$ cat src/rtl/hilo_unit_pkg.sv
// Shared definitions for the HI/LO multiply sequencing stage.
//   state_t : FSM encoding (IDLE/RUN/CORR/WRITE)
//   WORD_W  : architectural word width
package hilo_unit_pkg;
    localparam int WORD_W = 32;

    typedef enum logic [1:0] {
        IDLE  = 2'd0,
        RUN   = 2'd1,
        CORR  = 2'd2,
        WRITE = 2'd3
    } state_t;
endpackage

$ cat src/rtl/hilo_unit_ucorr.sv
// hilo_ucorr: unsigned-correction adder for the HI half of a signed product.
// Turns signed {hi,lo} of a*b into the unsigned product by adding back b when
// a's sign bit was set and a when b's sign bit was set (modulo 2^32).
//   hi_in : HI half of the signed product
//   a, b  : operands that produced the product
//   en    : 1 = apply correction (unsigned op), 0 = pass hi_in through
//   hi_fix: corrected HI half
module hilo_ucorr
    import hilo_unit_pkg::*;
(
    input  logic [WORD_W-1:0] hi_in,
    input  logic [WORD_W-1:0] a,
    input  logic [WORD_W-1:0] b,
    input  logic              en,
    output logic [WORD_W-1:0] hi_fix
);
    logic [WORD_W-1:0] add_b;
    logic [WORD_W-1:0] add_a;

    assign add_b  = (en && a[WORD_W-1]) ? b : '0;
    assign add_a  = (en && b[WORD_W-1]) ? a : '0;
    assign hi_fix = hi_in + add_b + add_a;
endmodule

$ cat src/rtl/hilo_unit.sv
// hilo_unit: holds operands on the external combinational multiplier for
// MUL_CYCLES cycles, captures the signed product, applies unsigned correction
// and writes HI/LO. Also handles mthi/mtlo direct writes and busy/done.
//   clk, clr_n        : clock, async active-low reset
//   start/op_unsigned/a/b : multiply request (sampled in IDLE only)
//   abort             : cancel in RUN/CORR
//   mul_a/mul_b       : held operands to mul_32; mul_hi/mul_lo : its product
//   hi_wr/lo_wr/wr_data : direct HI/LO writes (IDLE only)
//   hi_out/lo_out     : architectural HI/LO
//   busy              : state != IDLE; done : pulse during the WRITE cycle
module hilo_unit
    import hilo_unit_pkg::*;
#(
    parameter int MUL_CYCLES = 2
) (
    input  logic              clk,
    input  logic              clr_n,
    input  logic              start,
    input  logic              op_unsigned,
    input  logic [WORD_W-1:0] a,
    input  logic [WORD_W-1:0] b,
    input  logic              abort,
    output logic [WORD_W-1:0] mul_a,
    output logic [WORD_W-1:0] mul_b,
    input  logic [WORD_W-1:0] mul_hi,
    input  logic [WORD_W-1:0] mul_lo,
    input  logic              hi_wr,
    input  logic              lo_wr,
    input  logic [WORD_W-1:0] wr_data,
    output logic [WORD_W-1:0] hi_out,
    output logic [WORD_W-1:0] lo_out,
    output logic              busy,
    output logic              done
);
    localparam int CW = (MUL_CYCLES > 1) ? $clog2(MUL_CYCLES) : 1;

    state_t              state, next_state;
    logic [CW-1:0]       count;
    logic                op_uns;
    logic [2*WORD_W-1:0] prod;
    logic [WORD_W-1:0]   hi_fix;

    hilo_ucorr u_ucorr (
        .hi_in  (prod[2*WORD_W-1:WORD_W]),
        .a      (mul_a),
        .b      (mul_b),
        .en     (op_uns),
        .hi_fix (hi_fix)
    );

    always_comb begin
        next_state = state;
        case (state)
            // abort in IDLE suppresses a coincident start
            IDLE:    if (start && !abort) next_state = RUN;
            RUN:     if (abort) next_state = IDLE;
                     else if (count == '0) next_state = CORR;
            CORR:    next_state = abort ? IDLE : WRITE;
            WRITE:   next_state = IDLE;
            default: next_state = IDLE;
        endcase
    end

    always_ff @(posedge clk or negedge clr_n) begin
        if (!clr_n) begin
            state  <= IDLE;
            count  <= '0;
            op_uns <= 1'b0;
            mul_a  <= '0;
            mul_b  <= '0;
            prod   <= '0;
            hi_out <= '0;
            lo_out <= '0;
            busy   <= 1'b0;
            done   <= 1'b0;
        end else begin
            state <= next_state;
            // flopped decodes of next_state keep busy/done glitch-free
            busy  <= (next_state != IDLE);
            done  <= (next_state == WRITE);
            case (state)
                IDLE: begin
                    if (hi_wr) hi_out <= wr_data;
                    if (lo_wr) lo_out <= wr_data;
                    if (start && !abort) begin
                        mul_a  <= a;
                        mul_b  <= b;
                        op_uns <= op_unsigned;
                        count  <= CW'(MUL_CYCLES - 1);
                    end
                end
                RUN: begin
                    if (count == '0) prod <= {mul_hi, mul_lo};
                    else             count <= count - 1'b1;
                end
                CORR:  prod[2*WORD_W-1:WORD_W] <= hi_fix;
                WRITE: begin
                    hi_out <= prod[2*WORD_W-1:WORD_W];
                    lo_out <= prod[WORD_W-1:0];
                end
                default: ;
            endcase
        end
    end
endmodule

$ cat config.mk
export PLATFORM = sky130hd
export DESIGN_NAME = hilo_unit
export DESIGN_NICKNAME = d
export VERILOG_FILES = /design/src/rtl/hilo_unit_pkg.sv /design/src/rtl/hilo_unit_ucorr.sv /design/src/rtl/hilo_unit.sv
export SDC_FILE = /design/constraint.sdc
export NUM_CORES = 1
export LEC_CHECK = 0
export CAP_MARGIN = 5
export CORE_MARGIN = 8
export CORE_UTILIZATION = 50
export DETAILED_ROUTE_END_ITERATION = 8
export GPL_ROUTABILITY_DRIVEN = 0
export PLACE_DENSITY = 0.81
export SYNTH_ARGS = -nofsm -noshare
export SYNTH_HDL_FRONTEND = slang
export SYNTH_SLANG_ARGS = --single-unit
$ cat constraint.sdc
create_clock -name clk -period 7.93 [get_ports clk]
set_input_delay 0.793 -clock clk [delete_from_list [all_inputs] [get_ports clk]]
set_output_delay 0.793 -clock clk [all_outputs]
set_load 0.05 [all_outputs]
# Word level (Yosys, flattened, before mapping)
# Index checks and enable logic that the tools add are counted.
[word_totals]
reg_bits = 198
output_inout_bits = 130
in_bits = 167
[op_classes]
mux = 16
reduce_logical = 15
bitwise = 1
add_sub_neg = 3
n_eq_ne = 8
[ops]
columns = ["op", "n"]
rows = [
  ["32-bit case mux with 2 select lines", 3],
  ["32-bit two-way mux", 4],
  ["32-bit adder", 2],
  ["64-bit two-way mux", 1],
  ["2-bit AND reduction", 6],
  ["2-bit two-way mux", 4],
  ["2-bit inequality test, second input constant", 4],
  ["2-bit case mux with 4 select lines", 1],
  ["2-bit nonzero test", 4],
  ["2-bit == test, second input constant", 3],
  ["1-bit logical AND", 3],
  ["2-bit by 1-bit == test with 1-bit output, second input constant", 1],
  ["2-bit logical NOT", 1],
  ["1-bit two-way mux", 2],
  ["1-bit case mux with 2 select lines", 1],
  ["1-bit logical NOT", 1],
  ["1-bit NOT", 1],
  ["1-bit subtractor, second input constant", 1],
]

# Logic depth before layout (Yosys ltp)
[logic_depth]
ltp_word = 5
ltp_mapped = 15
ltp_nobuf = 13

# Hierarchy
# Synthesis repeated with hierarchy kept, for this count alone.
[unflattened]
cells_unflattened = 1032
hier_area_um2 = 11936.4
[by_module_without_submodules]
columns = ["mod", "seq_area_each_um2", "instances", "cells_per_inst", "area_each_um2"]
rows = [
  ["hilo_unit", 4954.8, 1, 688, 9152.5],
  ["hilo_ucorr", 0.0, 1, 344, 2783.9],
]

# Worst setup path before layout
# No wires, ideal clock.
[synth_path]
path_type = "register -> register"
from = "register mul_b[31]"
to = "register prod[53]"
required_ns = 7.810
setup_time_ns = 0.120
path_slack_ns = 4.386
arrival_time_ns = 3.424
stages_incl_launch_ff = 14
cell_sequence = "dfrtp_1 -> clkbuf_1 -> and3_1 -> fa_1 -> ha_1 -> inv_1 -> fa_1 -> nand2b_2 -> a21oi_2 -> o41ai_4 -> a21oi_2 -> o2111a_2 -> or3_1 -> a31o_1"
[synth_via]
elab_chain_len = 4
[synth_lines]
columns = ["item", "line", "rtl"]
rows = [
  ["from (decl)", "hilo_unit.sv:24", "output logic [WORD_W-1:0] mul_b,"],
  ["from (signal assigned)", "hilo_unit.sv:70", "mul_b <= '0;"],
  ["from (signal assigned)", "hilo_unit.sv:87", "mul_b <= b;"],
  ["1-bit logical AND", "hilo_unit_ucorr.sv:21", "assign add_a = (en && b[WORD_W-1]) ? a : '0;"],
  ["32-bit two-way mux", "hilo_unit_ucorr.sv:21", ""],
  ["32-bit adder", "hilo_unit_ucorr.sv:22", "assign hi_fix = hi_in + add_b + add_a;"],
  ["32-bit case mux with 2 select lines", "hilo_unit.sv:81", "case (state)"],
  ["to (signal assigned)", "hilo_unit.sv:93", "if (count == '0) prod <= {mul_hi, mul_lo};"],
  ["to (signal, indexed assignment)", "hilo_unit.sv:96", "CORR: prod[2*WORD_W-1:WORD_W] <= hi_fix;"],
  ["to (decl)", "hilo_unit.sv:40", "logic [2*WORD_W-1:0] prod;"],
]
# Every way passes these cells.
# A chain may end at the register's enable or synchronous reset.

# Worst setup path in the final report
[layout_path]
from = "register mul_b[31]"
to = "register prod[57]"
# The elaborated chain is that of the path after synthesis.

==> key figures <==
Synth
  • Dominant cells by area after synthesis: dfrtp_1 46%, nand2_1 11%, mux2_2 6.8%, fa_1 6.0%, a22oi_1 4.6%
  • Post-synthesis simple-gate area fraction: 19.0%
  • Mapped Area: 10700 µm²
  • Largest family of logic cells by synthesized area: simple AND/OR/NAND/NOR gates
  • Sequential area share after synthesis: 46.3%
  • Post-synthesis mux area share: 7.31%
  • Post-synth EDFFs: 0
  • Post-Synth Adder-Cell Area: 9.49%
  • Yosys cell types: 62
  • Number of synthesized register bits: 198
  • Synth Net Count: 1328
  • Total of warnings raised by yosys: 0
  • Ys flop type: dfrtp_1
  • Post-synth top area cell: dfrtp_1
  • Post-Syn Instances: 1099
  • Synth top area share: 46.3%
  • Fraction of registers with async set/reset: 100%
  • Synth Area in Compound Gates: 13.6%
  • Xor and xnor fraction of the mapped netlist area: 1.47%
  • Syn Area/Cell: 9.74 µm²

Run
  • Max-Cap Viols: 0

Floorplan
  • Starting Density: 50.9%
  • Die height: 162 µm
  • Core Rows: 53
  • Die Wd: 162 µm
  • Core Area: 21000 µm²
  • I/O pin cnt: 297
  • Die ar.: 26300 µm²

Clock network
  • Resized cells post-CTS: 0
  • Num CTS Buffers: 17
  • TritonCTS clock tree: yes
  • Htree depth: 4
  • Clock slew at reported path FFs: 0.08 ns
  • Later-pin clock latency in the skew report: 0.44 ns
  • Sink Count: 198
  • Postcts setup bufs: 0
  • CTS Hold Buffers Added: 0
  • Clock buffer depth: 2
  • Clock Tree Root: clkbuf_16

STA
  • Worst hold slack: 0.474 ns
  • Pins Over Slew Limit: 0
  • Total negative slack: 0 ns
  • Final Critical Period: 3.99 ns
  • Rel. slew slack: 31.8%
  • # setup viols final: 0
  • RSZ-0062 raised after global routing: no
  • Skew final: 0.0133 ns
  • Max Freq: 251 MHz
  • Final Hold Viols: 0
  • Final worst-path cycle share: 50.3%
  • Slew @ Worst Pin: 1.02 ns
  • Final WS setup: 3.94 ns

Placed design
  • Dpl ws: 3.62 ns
  • Port Buffers: 296
  • Cell Area, Placed: 13900 µm²
  • Final HPWL DP: 25400 µm

Pwr
  • Peak VDD IR: 248 µV
  • Gate power share: 56.6%
  • Switching part of the total power: 49.2%
  • Leak: 6.70 nW
  • Clk network pwr share: 13.8%
  • Part of the power in registers: 29.5%
  • Switch Pwr: 3.02 mW
  • Pwr/cell area: 426 nW/µm²
  • P_int: 3.12 mW

GRT
  • Grt ovf: 0
  • Vias in the first global route: 9743
  • Largest net degree at the start of global routing: 118
  • GR Util All Layers: 25.6%
  • First-pass GRT wire length: 53600 µm
  • Initial antenna violation count: 1

Routing
  • Antenna-violating nets left: 0
  • WL final: 33800 µm
  • Routed vias: 9471
  • Post-route DRC: 0
  • DR WL/cell: 20.5 µm
  • 1st-pass router iterations: 5
  • Vias per inst: 5.75
  • Detailed Route Iter0 Violations: 737

Worst setup path
  • WS Path Type: register to register
  • Critical Path Start Type: register
  • R2R depth: 12
  • FF-to-FF Start: mul_b[31]
  • Crit-path max FO: 33
  • R2R setup slack: 3.94 ns
  • Critical Path AT: 4.29 ns
  • Critical Path End Type: register
  • Critical Path RT: 8.23 ns
  • Worst r2r dst: prod[57]

Worst hold path
  • Worst Hold Path EP: hi_out[17]
  • Hold wc startpoint: hi_out[17]
  • Hold depth: 2
  • Hold/Removal Path Class: register to register

Final layout
  • Filler Cells Inserted: 1622
  • Share of cells above drive strength 1: 9.42%
  • Area growth from synthesis to layout: 34.9%
  • Nets: 1587
  • Fin area: 14400 µm²

Run status
  • Outcome: finished, final reports clean
cell families (layout without fill, tap and decap cells):
kind of cell / count (synthesis) / count (layout)
multiplexers: 70 / 70
AO/OA/AOI/OAI: 207 / 207
buffers and inverters: 77 / 348
flip-flops: 198 / 198
other: 0 / 1
XOR/XNOR: 18 / 18
adder cells (fa/ha/maj): 62 / 62
AND/OR/NAND/NOR: 467 / 467
per-stage QoR:
stage,util (%),power [mW],instances
after CTS,68.6,6.13,1645
after detailed placement,66.0,5.24,1614
after global placement,66.0,5.16,1614
final,68.7,6.14,1646
after global routing,68.7,6.52,1646
after floorplan,-,4.10,1099
synth_stat cells (all sizes together) (2+ instances only):
library cell / count
a21oi: 37
inv: 10
a41oi: 2
a221oi: 2
nor3: 6
o22ai: 6
a22oi: 65
o41ai: 2
a31oi: 16
clkbuf: 54
a31o: 2
o211ai: 4
xor2: 8
dfrtp: 198
o21a: 2
nand2b: 8
a21boi: 2
xnor2: 10
nor2: 41
and3: 68
a211oi: 6
nor2b: 2
buf: 13
o21bai: 5
nor3b: 3
ha: 30
or2: 2
nor4b: 2
nand4: 3
nand2: 310
o21ai: 26
mux2i: 5
fa: 32
mux2: 65
or3: 5
and2: 3
nand3: 10
o2111a: 2
nor4: 2
a21o: 16
flip-flops by register name, summed over array words and instances (netlist names):
register / flops
count: 1
mul_b: 32
lo_out: 32
op_uns: 1
state: 2
prod: 64
hi_out: 32
mul_a: 32
busy: 1
done: 1
worst max path at each step:
| stage | cells after the start | from | to | slack [ns] |
|---|---|---|---|---|
| floorplan | 13 | mul_b[31] | prod[53] | 4.39 |
| global placement | 12 | op_uns | prod[53] | 3.88 |
| detailed placement | 12 | op_uns | prod[57] | 3.62 |
| CTS | 12 | op_uns | prod[57] | 3.62 |
| global route | 12 | mul_a[31] | prod[57] | 3.60 |
| finish | 12 | mul_b[31] | prod[57] | 3.94 |
power by group through the flow:
stage               logic (mW)  registers [mW]  clock network (mW)
floorplan                 1.67            2.42                   0
global placement          3.36            1.80                   0
detailed placement        3.42            1.82                   0
CTS                       3.46            1.80               0.859
global route              3.76            1.87               0.898
finish                    3.48            1.81               0.849
worst max-delay path, cell delays in order, from the launching register on:
cell and delay [ns]:
dfrtp_1 0.90, and3_1 0.31, fa_1 0.44, ha_1 0.25
inv_1 0.09, fa_1 0.19, nand2b_2 0.15, a21oi_2 0.09
o41ai_4 0.40, a21oi_2 0.12, o2111a_2 0.33, a2111oi_0 0.50
a211oi_1 0.09
cell usage in the layout, fill, tap and decap left out, types with 5 or more instances in the layout:
| cell | Yosys | routed |
|---|---|---|
| inv_1 | 10 | 10 |
| xor2_1 | 8 | 8 |
| a21o_1 | 16 | 16 |
| o22ai_1 | 6 | 6 |
| clkbuf_16 | 0 | 17 |
| dfrtp_1 | 198 | 197 |
| mux2_2 | 65 | 65 |
| a21oi_1 | 35 | 35 |
| xnor2_1 | 10 | 10 |
| ha_1 | 30 | 30 |
| nand2b_1 | 7 | 7 |
| o21ai_0 | 26 | 26 |
| a31oi_1 | 15 | 15 |
| nand2_1 | 310 | 310 |
| mux2i_1 | 5 | 5 |
| or3_1 | 5 | 5 |
| nor2_1 | 41 | 38 |
| nor3_1 | 6 | 6 |
| fa_1 | 32 | 32 |
| and3_1 | 68 | 68 |
| nand3_1 | 10 | 10 |
| a22oi_1 | 65 | 65 |
| clkdlybuf4s50_1 | 0 | 295 |
| a211oi_1 | 6 | 6 |
| o21bai_1 | 5 | 5 |
| buf_4 | 0 | 11 |
routing by layer:
| layer | up-vias | GRT usage, % | wire length [µm] |
|---|---|---|---|
| met5 | - | 0 | 0 |
| met4 | 0 | 10.1 | 1010 |
| met3 | 69 | 5.87 | 2710 |
| met2 | 419 | 39.1 | 15500 |
| met1 | 4630 | 34.7 | 14600 |
| li1 | 4353 | - | - |
area by class of cell:
type | instances | area, µm² | share of cell area (%)
clock buffer | 17 | 425 | 2.95
sequential | 198 | 4960 | 34.3
tap | 275 | 344 | 2.38
inverter | 10 | 37.5 | 0.260
multi-input combinational | 824 | 5480 | 38.0
timing repair buffer | 307 | 3050 | 21.1
clock inverter | 14 | 138 | 0.954
antenna | 1 | 2.50 | 0.0173
Note: power is estimated with default switching activity, not from simulation.
